--- config.mk ---
export PLATFORM = sky130hd
export DESIGN_NAME = ehgu_modsat_counter_flat
export DESIGN_NICKNAME = d
export VERILOG_FILES = /design/src/rtl/ehgu_modsat_counter_if.sv /design/src/rtl/ehgu_modsat_counter.sv /design/src/flat_wrapper.sv
export SDC_FILE = /design/constraint.sdc
export NUM_CORES = 1
export LEC_CHECK = 0
export CAP_MARGIN = 15
export CORE_MARGIN = 3
export CORE_UTILIZATION = 30
export DETAILED_ROUTE_END_ITERATION = 7
export PLACE_DENSITY_LB_ADDON = 0.3
export SYNTH_ARGS = -nofsm -noshare
export SYNTH_HDL_FRONTEND = slang
export SYNTH_SLANG_ARGS = --single-unit
--- constraint.sdc ---
create_clock -name clk -period 5.25 [get_ports clk]
set_input_delay 0.525 -clock clk [delete_from_list [all_inputs] [get_ports clk]]
set_output_delay 0.525 -clock clk [all_outputs]
set_load 0.02 [all_outputs]
--- src/rtl/ehgu_modsat_counter_if.sv ---
`default_nettype none
// ============================================================================
// Module      : ehgu_modsat_counter_if
// Description : Config handshake and counter bus for ehgu_modsat_counter.
//               The count_gray signal exists only when
//               EHGU_MODSAT_COUNTER_GRAY_OUT_EN is defined.
// Revision    : 1.0 - initial release
// ============================================================================
interface ehgu_modsat_counter_if #(
   parameter int WIDTH      = 8,
   parameter int STEP_WIDTH = 4
);
   logic                  cfg_valid;
   logic                  cfg_ready;
   logic                  cfg_mode;
   logic [WIDTH:0]        cfg_modulo;
   logic [WIDTH-1:0]      cfg_min;
   logic [WIDTH-1:0]      cfg_max;
   logic                  cfg_err;
   logic                  en;
   logic                  dir_up;
   logic [STEP_WIDTH-1:0] step;
   logic                  load;
   logic [WIDTH-1:0]      load_val;
   logic [WIDTH-1:0]      count;
   logic                  wrapped;
   logic                  saturated;
   logic                  clipped;
   logic                  step_err;
   logic                  busy;
`ifdef EHGU_MODSAT_COUNTER_GRAY_OUT_EN
   logic [WIDTH-1:0]      count_gray;
`endif

   modport slave (
      input  cfg_valid, cfg_mode, cfg_modulo, cfg_min, cfg_max,
      input  en, dir_up, step, load, load_val,
      output cfg_ready, cfg_err, count, wrapped, saturated, clipped,
      output step_err, busy
`ifdef EHGU_MODSAT_COUNTER_GRAY_OUT_EN
      , output count_gray
`endif
   );

   modport master (
      output cfg_valid, cfg_mode, cfg_modulo, cfg_min, cfg_max,
      output en, dir_up, step, load, load_val,
      input  cfg_ready, cfg_err, count, wrapped, saturated, clipped,
      input  step_err, busy
`ifdef EHGU_MODSAT_COUNTER_GRAY_OUT_EN
      , input count_gray
`endif
   );
endinterface
`default_nettype wire

--- src/rtl/ehgu_modsat_counter.sv ---
`default_nettype none
// ============================================================================
// Module      : ehgu_modsat_counter
// Description : Run-time configurable modulo/saturate counter with step,
//               direction and load. Config changes are accepted over a
//               valid/ready handshake and followed by a one-cycle realign
//               that pulls the live count into the new range.
//               Optional macro EHGU_MODSAT_COUNTER_GRAY_OUT_EN adds a
//               registered Gray-coded copy of the count.
// Revision    : 1.0 - initial release
// ============================================================================
module ehgu_modsat_counter #(
   parameter int WIDTH      = 8,
   parameter int STEP_WIDTH = 4
) (
   input  logic                   clk,
   input  logic                   rst_n,
   ehgu_modsat_counter_if.slave   bus
);
   localparam logic [1:0]     c_ST_IDLE    = 2'd0;
   localparam logic [1:0]     c_ST_REALIGN = 2'd1;
   localparam logic [1:0]     c_ST_RUN     = 2'd2;
   localparam logic [WIDTH:0] c_MOD_FULL   = {1'b1, {WIDTH{1'b0}}};

   logic [1:0]       r_state;
   logic             r_mode;
   logic [WIDTH:0]   r_modulo;
   logic [WIDTH-1:0] r_min;
   logic [WIDTH-1:0] r_max;
   logic [WIDTH-1:0] r_count;
   logic             r_wrapped;
   logic             r_saturated;
   logic             r_clipped;
   logic             r_step_err;
   logic             r_cfg_err;

   logic             w_cfg_ready;
   logic             w_cfg_fire;
   logic             w_cfg_legal;
   logic             w_cfg_take;
   logic [WIDTH:0]   w_count_ext;
   logic [WIDTH:0]   w_step_ext;
   logic [WIDTH:0]   w_sum;
   logic [WIDTH:0]   w_floor;
   logic [WIDTH-1:0] w_wrap_up;
   logic [WIDTH-1:0] w_wrap_dn;
   logic [WIDTH-1:0] w_diff;
   logic [WIDTH-1:0] w_mod_last;
   logic [3:0]       w_unused_msbs;
   logic [WIDTH-1:0] w_clip_in;
   logic [WIDTH-1:0] w_clip_out;

   logic [1:0]       w_state_nxt;
   logic [WIDTH-1:0] w_count_nxt;
   logic             w_wrapped_nxt;
   logic             w_saturated_nxt;
   logic             w_clipped_nxt;
   logic             w_step_err_nxt;

   // Handshake: config is refused only while realigning.
   assign w_cfg_ready = (r_state != c_ST_REALIGN);
   assign w_cfg_fire  = bus.cfg_valid && w_cfg_ready;
   assign w_cfg_legal = (bus.cfg_modulo != '0) && (bus.cfg_modulo <= c_MOD_FULL) &&
                        (bus.cfg_min <= bus.cfg_max);
   assign w_cfg_take  = w_cfg_fire && w_cfg_legal;

   // Arithmetic is done one bit wider so carries and borrows are visible.
   assign w_count_ext = {1'b0, r_count};
   assign w_step_ext  = {{(WIDTH + 1 - STEP_WIDTH){1'b0}}, bus.step};
   assign w_sum       = w_count_ext + w_step_ext;
   assign w_floor     = {1'b0, r_min} + w_step_ext;
   assign {w_unused_msbs[0], w_wrap_up}  = w_sum - r_modulo;
   assign {w_unused_msbs[1], w_wrap_dn}  = w_count_ext + r_modulo - w_step_ext;
   assign {w_unused_msbs[2], w_diff}     = w_count_ext - w_step_ext;
   assign {w_unused_msbs[3], w_mod_last} = r_modulo - 1'b1;

   // A single clip unit serves realign (current count) and load (load_val).
   assign w_clip_in = (r_state == c_ST_REALIGN) ? r_count : bus.load_val;

   // Force a value into the active range of the current mode.
   always_comb begin
      w_clip_out = w_clip_in;
      if (!r_mode) begin
         if ({1'b0, w_clip_in} >= r_modulo) w_clip_out = w_mod_last;
      end else if (w_clip_in < r_min) begin
         w_clip_out = r_min;
      end else if (w_clip_in > r_max) begin
         w_clip_out = r_max;
      end
   end

   // Next state, next count and the flag pulses that accompany it.
   always_comb begin
      w_state_nxt     = r_state;
      w_count_nxt     = r_count;
      w_wrapped_nxt   = 1'b0;
      w_saturated_nxt = 1'b0;
      w_clipped_nxt   = 1'b0;
      w_step_err_nxt  = 1'b0;
      case (r_state)
         c_ST_IDLE: begin
            if (w_cfg_take) w_state_nxt = c_ST_REALIGN;
         end
         c_ST_REALIGN: begin
            w_count_nxt   = w_clip_out;
            w_clipped_nxt = (w_clip_out != r_count);
            w_state_nxt   = c_ST_RUN;
         end
         c_ST_RUN: begin
            if (w_cfg_take) begin
               w_state_nxt = c_ST_REALIGN;
            end else if (bus.load) begin
               w_count_nxt   = w_clip_out;
               w_clipped_nxt = (w_clip_out != bus.load_val);
            end else if (bus.en) begin
               if (!r_mode) begin
                  if (w_step_ext >= r_modulo) begin
                     w_step_err_nxt = 1'b1;
                  end else if (bus.dir_up) begin
                     if (w_sum >= r_modulo) begin
                        w_count_nxt   = w_wrap_up;
                        w_wrapped_nxt = 1'b1;
                     end else begin
                        w_count_nxt = w_sum[WIDTH-1:0];
                     end
                  end else if (w_count_ext < w_step_ext) begin
                     w_count_nxt   = w_wrap_dn;
                     w_wrapped_nxt = 1'b1;
                  end else begin
                     w_count_nxt = w_diff;
                  end
               end else if (bus.dir_up) begin
                  if (w_sum > {1'b0, r_max}) begin
                     w_count_nxt     = r_max;
                     w_saturated_nxt = 1'b1;
                  end else begin
                     w_count_nxt = w_sum[WIDTH-1:0];
                  end
               end else if (w_count_ext < w_floor) begin
                  w_count_nxt     = r_min;
                  w_saturated_nxt = 1'b1;
               end else begin
                  w_count_nxt = w_diff;
               end
            end
         end
         default: w_state_nxt = c_ST_IDLE;
      endcase
   end

   // State, config, count and pulse registers.
   always_ff @(posedge clk or negedge rst_n) begin
      if (!rst_n) begin
         r_state     <= c_ST_IDLE;
         r_mode      <= 1'b0;
         r_modulo    <= c_MOD_FULL;
         r_min       <= '0;
         r_max       <= '1;
         r_count     <= '0;
         r_wrapped   <= 1'b0;
         r_saturated <= 1'b0;
         r_clipped   <= 1'b0;
         r_step_err  <= 1'b0;
         r_cfg_err   <= 1'b0;
      end else begin
         r_state     <= w_state_nxt;
         r_count     <= w_count_nxt;
         r_wrapped   <= w_wrapped_nxt;
         r_saturated <= w_saturated_nxt;
         r_clipped   <= w_clipped_nxt;
         r_step_err  <= w_step_err_nxt;
         r_cfg_err   <= w_cfg_fire && !w_cfg_legal;
         if (w_cfg_take) begin
            r_mode   <= bus.cfg_mode;
            r_modulo <= bus.cfg_modulo;
            r_min    <= bus.cfg_min;
            r_max    <= bus.cfg_max;
         end
      end
   end

`ifdef EHGU_MODSAT_COUNTER_GRAY_OUT_EN
   logic [WIDTH-1:0] r_count_gray;

   // Gray copy is built from the next count so it lands with count itself.
   always_ff @(posedge clk or negedge rst_n) begin
      if (!rst_n) r_count_gray <= '0;
      else        r_count_gray <= w_count_nxt ^ (w_count_nxt >> 1);
   end

   assign bus.count_gray = r_count_gray;
`endif

   assign bus.cfg_ready = w_cfg_ready;
   assign bus.cfg_err   = r_cfg_err;
   assign bus.count     = r_count;
   assign bus.wrapped   = r_wrapped;
   assign bus.saturated = r_saturated;
   assign bus.clipped   = r_clipped;
   assign bus.step_err  = r_step_err;
   assign bus.busy      = (r_state != c_ST_RUN);
endmodule
`default_nettype wire

--- src/flat_wrapper.sv ---
// flat-port wrapper written by rule: the top's interface ports become plain ports
module ehgu_modsat_counter_flat 
#(
   parameter int WIDTH      = 8,
   parameter int STEP_WIDTH = 4
)
  (clk, rst_n, bus_cfg_valid, bus_cfg_mode, bus_cfg_modulo, bus_cfg_min, bus_cfg_max, bus_en, bus_dir_up, bus_step, bus_load, bus_load_val, bus_cfg_ready, bus_cfg_err, bus_count, bus_wrapped, bus_saturated, bus_clipped, bus_step_err, bus_busy);
  ehgu_modsat_counter_if #(.WIDTH(WIDTH), .STEP_WIDTH(STEP_WIDTH)) bus_i ();
  input  logic clk;
  input  logic rst_n;
  input wire logic [$bits(bus_i.cfg_valid)-1:0] bus_cfg_valid;
  input wire logic [$bits(bus_i.cfg_mode)-1:0] bus_cfg_mode;
  input wire logic [$bits(bus_i.cfg_modulo)-1:0] bus_cfg_modulo;
  input wire logic [$bits(bus_i.cfg_min)-1:0] bus_cfg_min;
  input wire logic [$bits(bus_i.cfg_max)-1:0] bus_cfg_max;
  input wire logic [$bits(bus_i.en)-1:0] bus_en;
  input wire logic [$bits(bus_i.dir_up)-1:0] bus_dir_up;
  input wire logic [$bits(bus_i.step)-1:0] bus_step;
  input wire logic [$bits(bus_i.load)-1:0] bus_load;
  input wire logic [$bits(bus_i.load_val)-1:0] bus_load_val;
  output wire logic [$bits(bus_i.cfg_ready)-1:0] bus_cfg_ready;
  output wire logic [$bits(bus_i.cfg_err)-1:0] bus_cfg_err;
  output wire logic [$bits(bus_i.count)-1:0] bus_count;
  output wire logic [$bits(bus_i.wrapped)-1:0] bus_wrapped;
  output wire logic [$bits(bus_i.saturated)-1:0] bus_saturated;
  output wire logic [$bits(bus_i.clipped)-1:0] bus_clipped;
  output wire logic [$bits(bus_i.step_err)-1:0] bus_step_err;
  output wire logic [$bits(bus_i.busy)-1:0] bus_busy;
  assign bus_i.cfg_valid = bus_cfg_valid;
  assign bus_i.cfg_mode = bus_cfg_mode;
  assign bus_i.cfg_modulo = bus_cfg_modulo;
  assign bus_i.cfg_min = bus_cfg_min;
  assign bus_i.cfg_max = bus_cfg_max;
  assign bus_i.en = bus_en;
  assign bus_i.dir_up = bus_dir_up;
  assign bus_i.step = bus_step;
  assign bus_i.load = bus_load;
  assign bus_i.load_val = bus_load_val;
  assign bus_cfg_ready = bus_i.cfg_ready;
  assign bus_cfg_err = bus_i.cfg_err;
  assign bus_count = bus_i.count;
  assign bus_wrapped = bus_i.wrapped;
  assign bus_saturated = bus_i.saturated;
  assign bus_clipped = bus_i.clipped;
  assign bus_step_err = bus_i.step_err;
  assign bus_busy = bus_i.busy;
  ehgu_modsat_counter #(.WIDTH(WIDTH), .STEP_WIDTH(STEP_WIDTH)) u_core (.clk(clk), .rst_n(rst_n), .bus(bus_i));
endmodule
==> flow_summary.ini, run 1 <==
[outcome]
outcome = complete, no violations

[clock_network]
clockRootBuffer = clkbuf_16
cts.sink_count = 41
clkSlewWorstSetupHoldPaths_ns = 0.07
cts_tree = built
clk_latency_ns = 0.30
hold_buffers = 0
max-clock-path-buffers = 2
ctsResizeCount = 0
postCtsSetupBuffers = 0
cts-htree-levels = 2
cts_made_buffers = 5

[worst_setup_path]
critical_path_peak_fanout = 9
cp.arrival_ns = 4.71
end_kind = register
worst_ep_required_time_ns = 5.45
worst-setup-path-type = reg2reg
start_kind = register

[yosys]
yosys-top-cells-count = ha_1 (88), inv_1 (74), nand2_1 (73)
synth_edf_count = 0
synth_compound_area_share_pct = 24.4
synth-main-ff-cell = dfrtp_1
syn_area_sq_mm = 0.00593
yosysUniqueCellTypes = 80
synth_xor_area_share_pct = 6.35
syn_avg_cell_area_sq_um = 7.93
yosysTopAreaCell = ha_1
synthAdderAreaFrac_pct = 21.3
ys_warn_count = 0
synthCells = 748
synth-simple-area-share_pct = 18.4
syn_nets = 888
ys_seq_area_share_pct = 17.5
synth.most_common_cell = ha_1
synth-async-reset-ratio_pct = 100
synth_top_area_share_pct = 18.6
synthTopCellsByArea = ha_1 (19%), dfrtp_1 (13%), o21ai_0 (5.0%)
synth_top_family_by_area = compound AO/OA/AOI/OAI gates
muxShareOfSynthArea_pct = 4.83
ys_seq_elements = 41

[timing]
tns_ns = 0
period_share_pct = 86.0
final_max_slew_viol_count = 0
rsz0062_at_grt = no
setup_viol = 0
period_minus_slack_ns = 4.51
skew_ns = 0.00778
worstMarginPinSlew_ns = 1.03
fmax_mhz = 222
slew_headroom_pct = 31.0
finalHoldViolations = 0

[final_layout]
antenna_cells = 0
final_core_utilization_pct = 36.8
drive_above_1_share_pct = 9.31
final_nets = 945
area_growth_pct = 18.3
instances_no_fill = 1066

[placed_design]
placedCellCount = 1058
gp_congestion = 0.966
hpwl_um = 17500
io_buffers = 58

[grt]
grt_pass1_vias = 5590
grt_pass1_wl_um = 33300
grt_usage_pct = 20.1
gr-total-overflow = 0
antenna_found_initial = 0
grt_start_max_net_pins = 56

[floorplanning]
die-area_sq_mm = 0.0215
core_sq_mm = 0.0191
ios = 59
start_util_pct = 31.1
die_h_um = 147
floorplan.rows = 50
die_x_um = 147

[routing]
via_count = 5763
drtAntennaViolNets = 0
first_pass_iters = 5
first_iter_violations = 456
wl_per_cell_um = 20.6
routed_via_density = 5.41
routed_wl_um = 21900
drc_errors = 0

[job]
maxCapViolations = 0

[min_path]
hp-class = in2async
## flip-flops by register name, summed over array words and instances, names as in the netlist
signal                count
u_core.bus.wrapped        1
u_core.bus.step_err       1
u_core.r_min              8
u_core.bus.saturated      1
u_core.bus.count          8
u_core.r_max              8
u_core.r_mode             1
u_core.bus.cfg_err        1
u_core.r_state            2
u_core.bus.clipped        1
u_core.r_modulo           9
## stage by stage
stage / hold slack, ns / setup slack (ns) / area, sq um
4_1_cts: 0.426 / 0.807 / 7020
3_5_place_dp: 0.531 / 0.486 / 6870
5_1_grt: 0.477 / 0.294 / 7020
3_3_place_gp: 0.536 / 0.591 / 6870
2_1_floorplan: 0.229 / 1.37 / 5930
6_report: 0.395 / 0.735 / 7020
## placed cells by master, fill, tap and decap left out, types with 9 or more instances in the layout
| cell | synthesis | routed |
|---|---|---|
| nor2b_1 | 14 | 14 |
| o21ai_0 | 59 | 59 |
| nand3_1 | 11 | 11 |
| inv_1 | 74 | 74 |
| o211ai_1 | 11 | 11 |
| dfstp_2 | 9 | 9 |
| ha_1 | 88 | 88 |
| nor3_1 | 22 | 22 |
| clkdlybuf4s50_1 | 0 | 57 |
| nor4_1 | 10 | 10 |
| xnor2_1 | 31 | 31 |
| mux2i_1 | 14 | 14 |
| buf_4 | 0 | 24 |
| nand2_1 | 73 | 73 |
| dfrtp_1 | 32 | 32 |
| nor2_1 | 50 | 50 |
| a21o_1 | 12 | 12 |
| a21oi_1 | 49 | 49 |
| xor2_1 | 12 | 12 |
## metal layers
metal | vias up | routed length [um] | track usage (%) | share of wire [%]
met4 | 0 | 494 | 5.08 | 2.3
met1 | 2740 | 9960 | 28.2 | 45
met3 | 29 | 1420 | 2.58 | 6.5
met5 | - | 0 | 0 | 0
met2 | 192 | 10000 | 32.8 | 46
li1 | 2802 | - | - | -
## logic make-up (layout without fill, tap and decap cells)
group | count (synthesis) | in the layout
flip-flops | 41 | 41
AND/OR/NAND/NOR | 224 | 224
multiplexers | 24 | 24
buffers and inverters | 106 | 164
adder cells (fa/ha/maj) | 96 | 96
XOR/XNOR | 43 | 43
AO/OA/AOI/OAI | 214 | 214
## final cells by class
class / count / area (sq um)
clock buffer: 6 / 139
clock inverter: 2 / 13.8
fill: 1995 / 12100
inverter: 74 / 278
multi-input combinational: 601 / 4470
sequential: 41 / 1040
tap: 260 / 325
timing repair buffer: 82 / 756
## critical path: stages (launching register included)
cell and delay [ns]:
dfrtp_1 0.39, inv_1 0.09, ha_1 0.44, mux2i_1 0.46, inv_1 0.25, ha_1 0.34, nor2b_1 0.13, o211a_1 0.21
o21a_1 0.25, nor2_4 0.21, mux2_2 0.36, a21oi_1 0.40, o32ai_1 0.14, nor4_1 0.31, nand4_1 0.16, a32o_1 0.24
## worst paths after layout
path                              startpoint                  end  cells past startpoint  slack (ns)
setup / recovery           u_core.r_state[1]   u_core.bus.clipped                     15        0.74
hold reg to reg            u_core.r_state[0]    u_core.r_state[0]                      1        0.54
max in group asynchronous              rst_n  u_core.bus.count[1]                      1        4.22
hold / removal                         rst_n      u_core.r_min[7]                      1        0.39
setup reg to reg           u_core.r_state[1]   u_core.bus.clipped                     15        0.74
min in group clk           u_core.r_state[0]    u_core.r_state[0]                      1        0.54
Power of run 1 is not shown: default switching activity piles up to over one toggle a cycle in this logic, so the estimate is an artifact.
==> inputs of run 2 (changes only) <==
Settings changed: CTS_CLUSTER_DIAMETER set to 40.
==> results of run 2 <==
Same layout as run 1: the final DEF is identical, and so are final timing and power.
Power of run 2 is left out for the same reason.
==> inputs of run 3 (changes only) <==
Clock period 5.25 ns to 4.7 ns, I/O delays scaled along.
==> run 3 against run 2 <==
  * Critical path depth is the same
  * Critical endpoint unchanged
  * Worst setup slack worse by 0.41 ns
  * Hold slack got worse by 0.052 ns
  * First-iteration DRC count is 25% higher
  * Count of clock-buffer cells in the layout is 1 higher
  * Via count is 2.3% higher
  * Final cell count increased by 1.3%
==> flow_summary.ini, run 3 (synthesized netlist as in run 1, its figures left out) <==
[final_layout]
area_growth_pct = 20.4
largest-register = u_core.r_modulo
final_nets = 959
largest_register_ffs = 9
instances_no_fill = 1080
final_common_cell = ha_1
drive_above_1_share_pct = 10.7
layout_common_cells = ha_1 (88), inv_1 (74), nand2_1 (73)
antenna_cells = 0

[routing]
drtAntennaViolNets = 0
first_pass_iters = 6
wl_per_cell_um = 19.7
first_iter_violations = 570
routed_wl_um = 21300
drc_errors = 0
routed_via_density = 5.46
via_count = 5897

[timing]
worstMarginPinSlew_ns = 1.00
period_share_pct = 93.1
finalHoldViolations = 0
fmax_mhz = 229
tns_ns = 0
slew_headroom_pct = 33.0
setup_viol = 0
rsz0062_at_grt = no
period_minus_slack_ns = 4.38
final_max_slew_viol_count = 0
whs_ns = 0.343
skew_ns = 0.00908

[floorplanning]
ios = 59
start_util_pct = 31.1
floorplan.rows = 50
core_sq_mm = 0.0191
die_x_um = 147
die-area_sq_mm = 0.0215
die_h_um = 147

[clock_network]
max-clock-path-buffers = 2
cts.sink_count = 41
clockRootBuffer = clkbuf_16
hold_buffers = 0
cts_made_buffers = 5
clk_latency_ns = 0.30
cts-htree-levels = 2
clkSlewWorstSetupHoldPaths_ns = 0.07
cts_tree = built
ctsResizeCount = 0
postCtsSetupBuffers = 0

[worst_setup_path]
worst-setup-path-type = reg2reg
worst_ep_required_time_ns = 4.89
critical_path_peak_fanout = 10
end_kind = register
cp.arrival_ns = 4.57
start_kind = register

[grt]
grt_pass1_vias = 5590
grt_usage_pct = 19.3
gr-total-overflow = 0
grt_start_max_net_pins = 56
grt_pass1_wl_um = 32400
antenna_found_initial = 0

[placed_design]
io_buffers = 58
gp_congestion = 0.974
placedCellCount = 1072
hpwl_um = 17100

[outcome]
outcome = complete, no violations

[job]
maxCapViolations = 0

[min_path]
hp-class = in2async
[run 3: changes by cell type in the layout (fill, tap and decap cells not counted)]
cell and change:
clkbuf_1 +1, clkinv_4 -1, clkinv_2 -1, buf_4 +14, bufinv_16 +1
[run 3: worst paths after layout]
| check | start | endpoint | slack, ns | cells after the start |
|---|---|---|---|---|
| max | u_core.r_state[1] | u_core.bus.clipped | 0.32 | 15 |
| min | rst_n | u_core.r_state[0] | 0.34 | 1 |
| max reg2reg | u_core.r_state[1] | u_core.bus.clipped | 0.32 | 15 |
| min reg2reg | u_core.bus.count[5] | u_core.bus.count[5] | 0.54 | 2 |
| max in group asynchronous | rst_n | u_core.r_modulo[7] | 3.74 | 1 |
| min in group clk | u_core.bus.count[5] | u_core.bus.count[5] | 0.54 | 2 |
[run 3: layout make-up]
| class | instances | area [sq um] |
|---|---|---|
| Fill cell | 1997 | 11900 |
| Multi-Input combinational cell | 601 | 4470 |
| Sequential cell | 41 | 1040 |
| Timing Repair Buffer | 96 | 861 |
| Tap cell | 260 | 325 |
| Inverter | 74 | 278 |
| Clock buffer | 7 | 143 |
| Clock inverter | 1 | 30.0 |
[run 3: worst max-delay path: stages (launching register included)]
cell and delay, ns:
dfrtp_1 0.40, inv_1 0.08, ha_1 0.48, mux2i_1 0.33, inv_1 0.20, ha_1 0.32
nand2_1 0.05, o21ai_1 0.14, a21oi_2 0.11, or2_1 0.36, nor4_1 0.65, a211o_1 0.30
nor2_1 0.07, nor4_2 0.32, nand4_1 0.15, a32o_1 0.29
[run 3: per-stage QoR]
step / setup slack, ns / util (%) / instance area (sq um)
2_1_floorplan: 0.818 / - / 5930
3_3_place_gp: 0.167 / 36.5 / 6970
3_5_place_dp: 0.180 / 36.5 / 6970
4_1_cts: 0.472 / 37.4 / 7140
5_1_grt: 0.00459 / 37.4 / 7140
6_report: 0.324 / 37.4 / 7140
[run 3: routing by layer]
| metal | part of all wire, % | GRT usage [%] |
|---|---|---|
| met2 | 44 | 29.6 |
| met1 | 44 | 26.8 |
| met3 | 8.0 | 2.95 |
| met4 | 4.6 | 8.70 |
| met5 | 0 | 0 |
Power of run 3 is left out for the same reason.
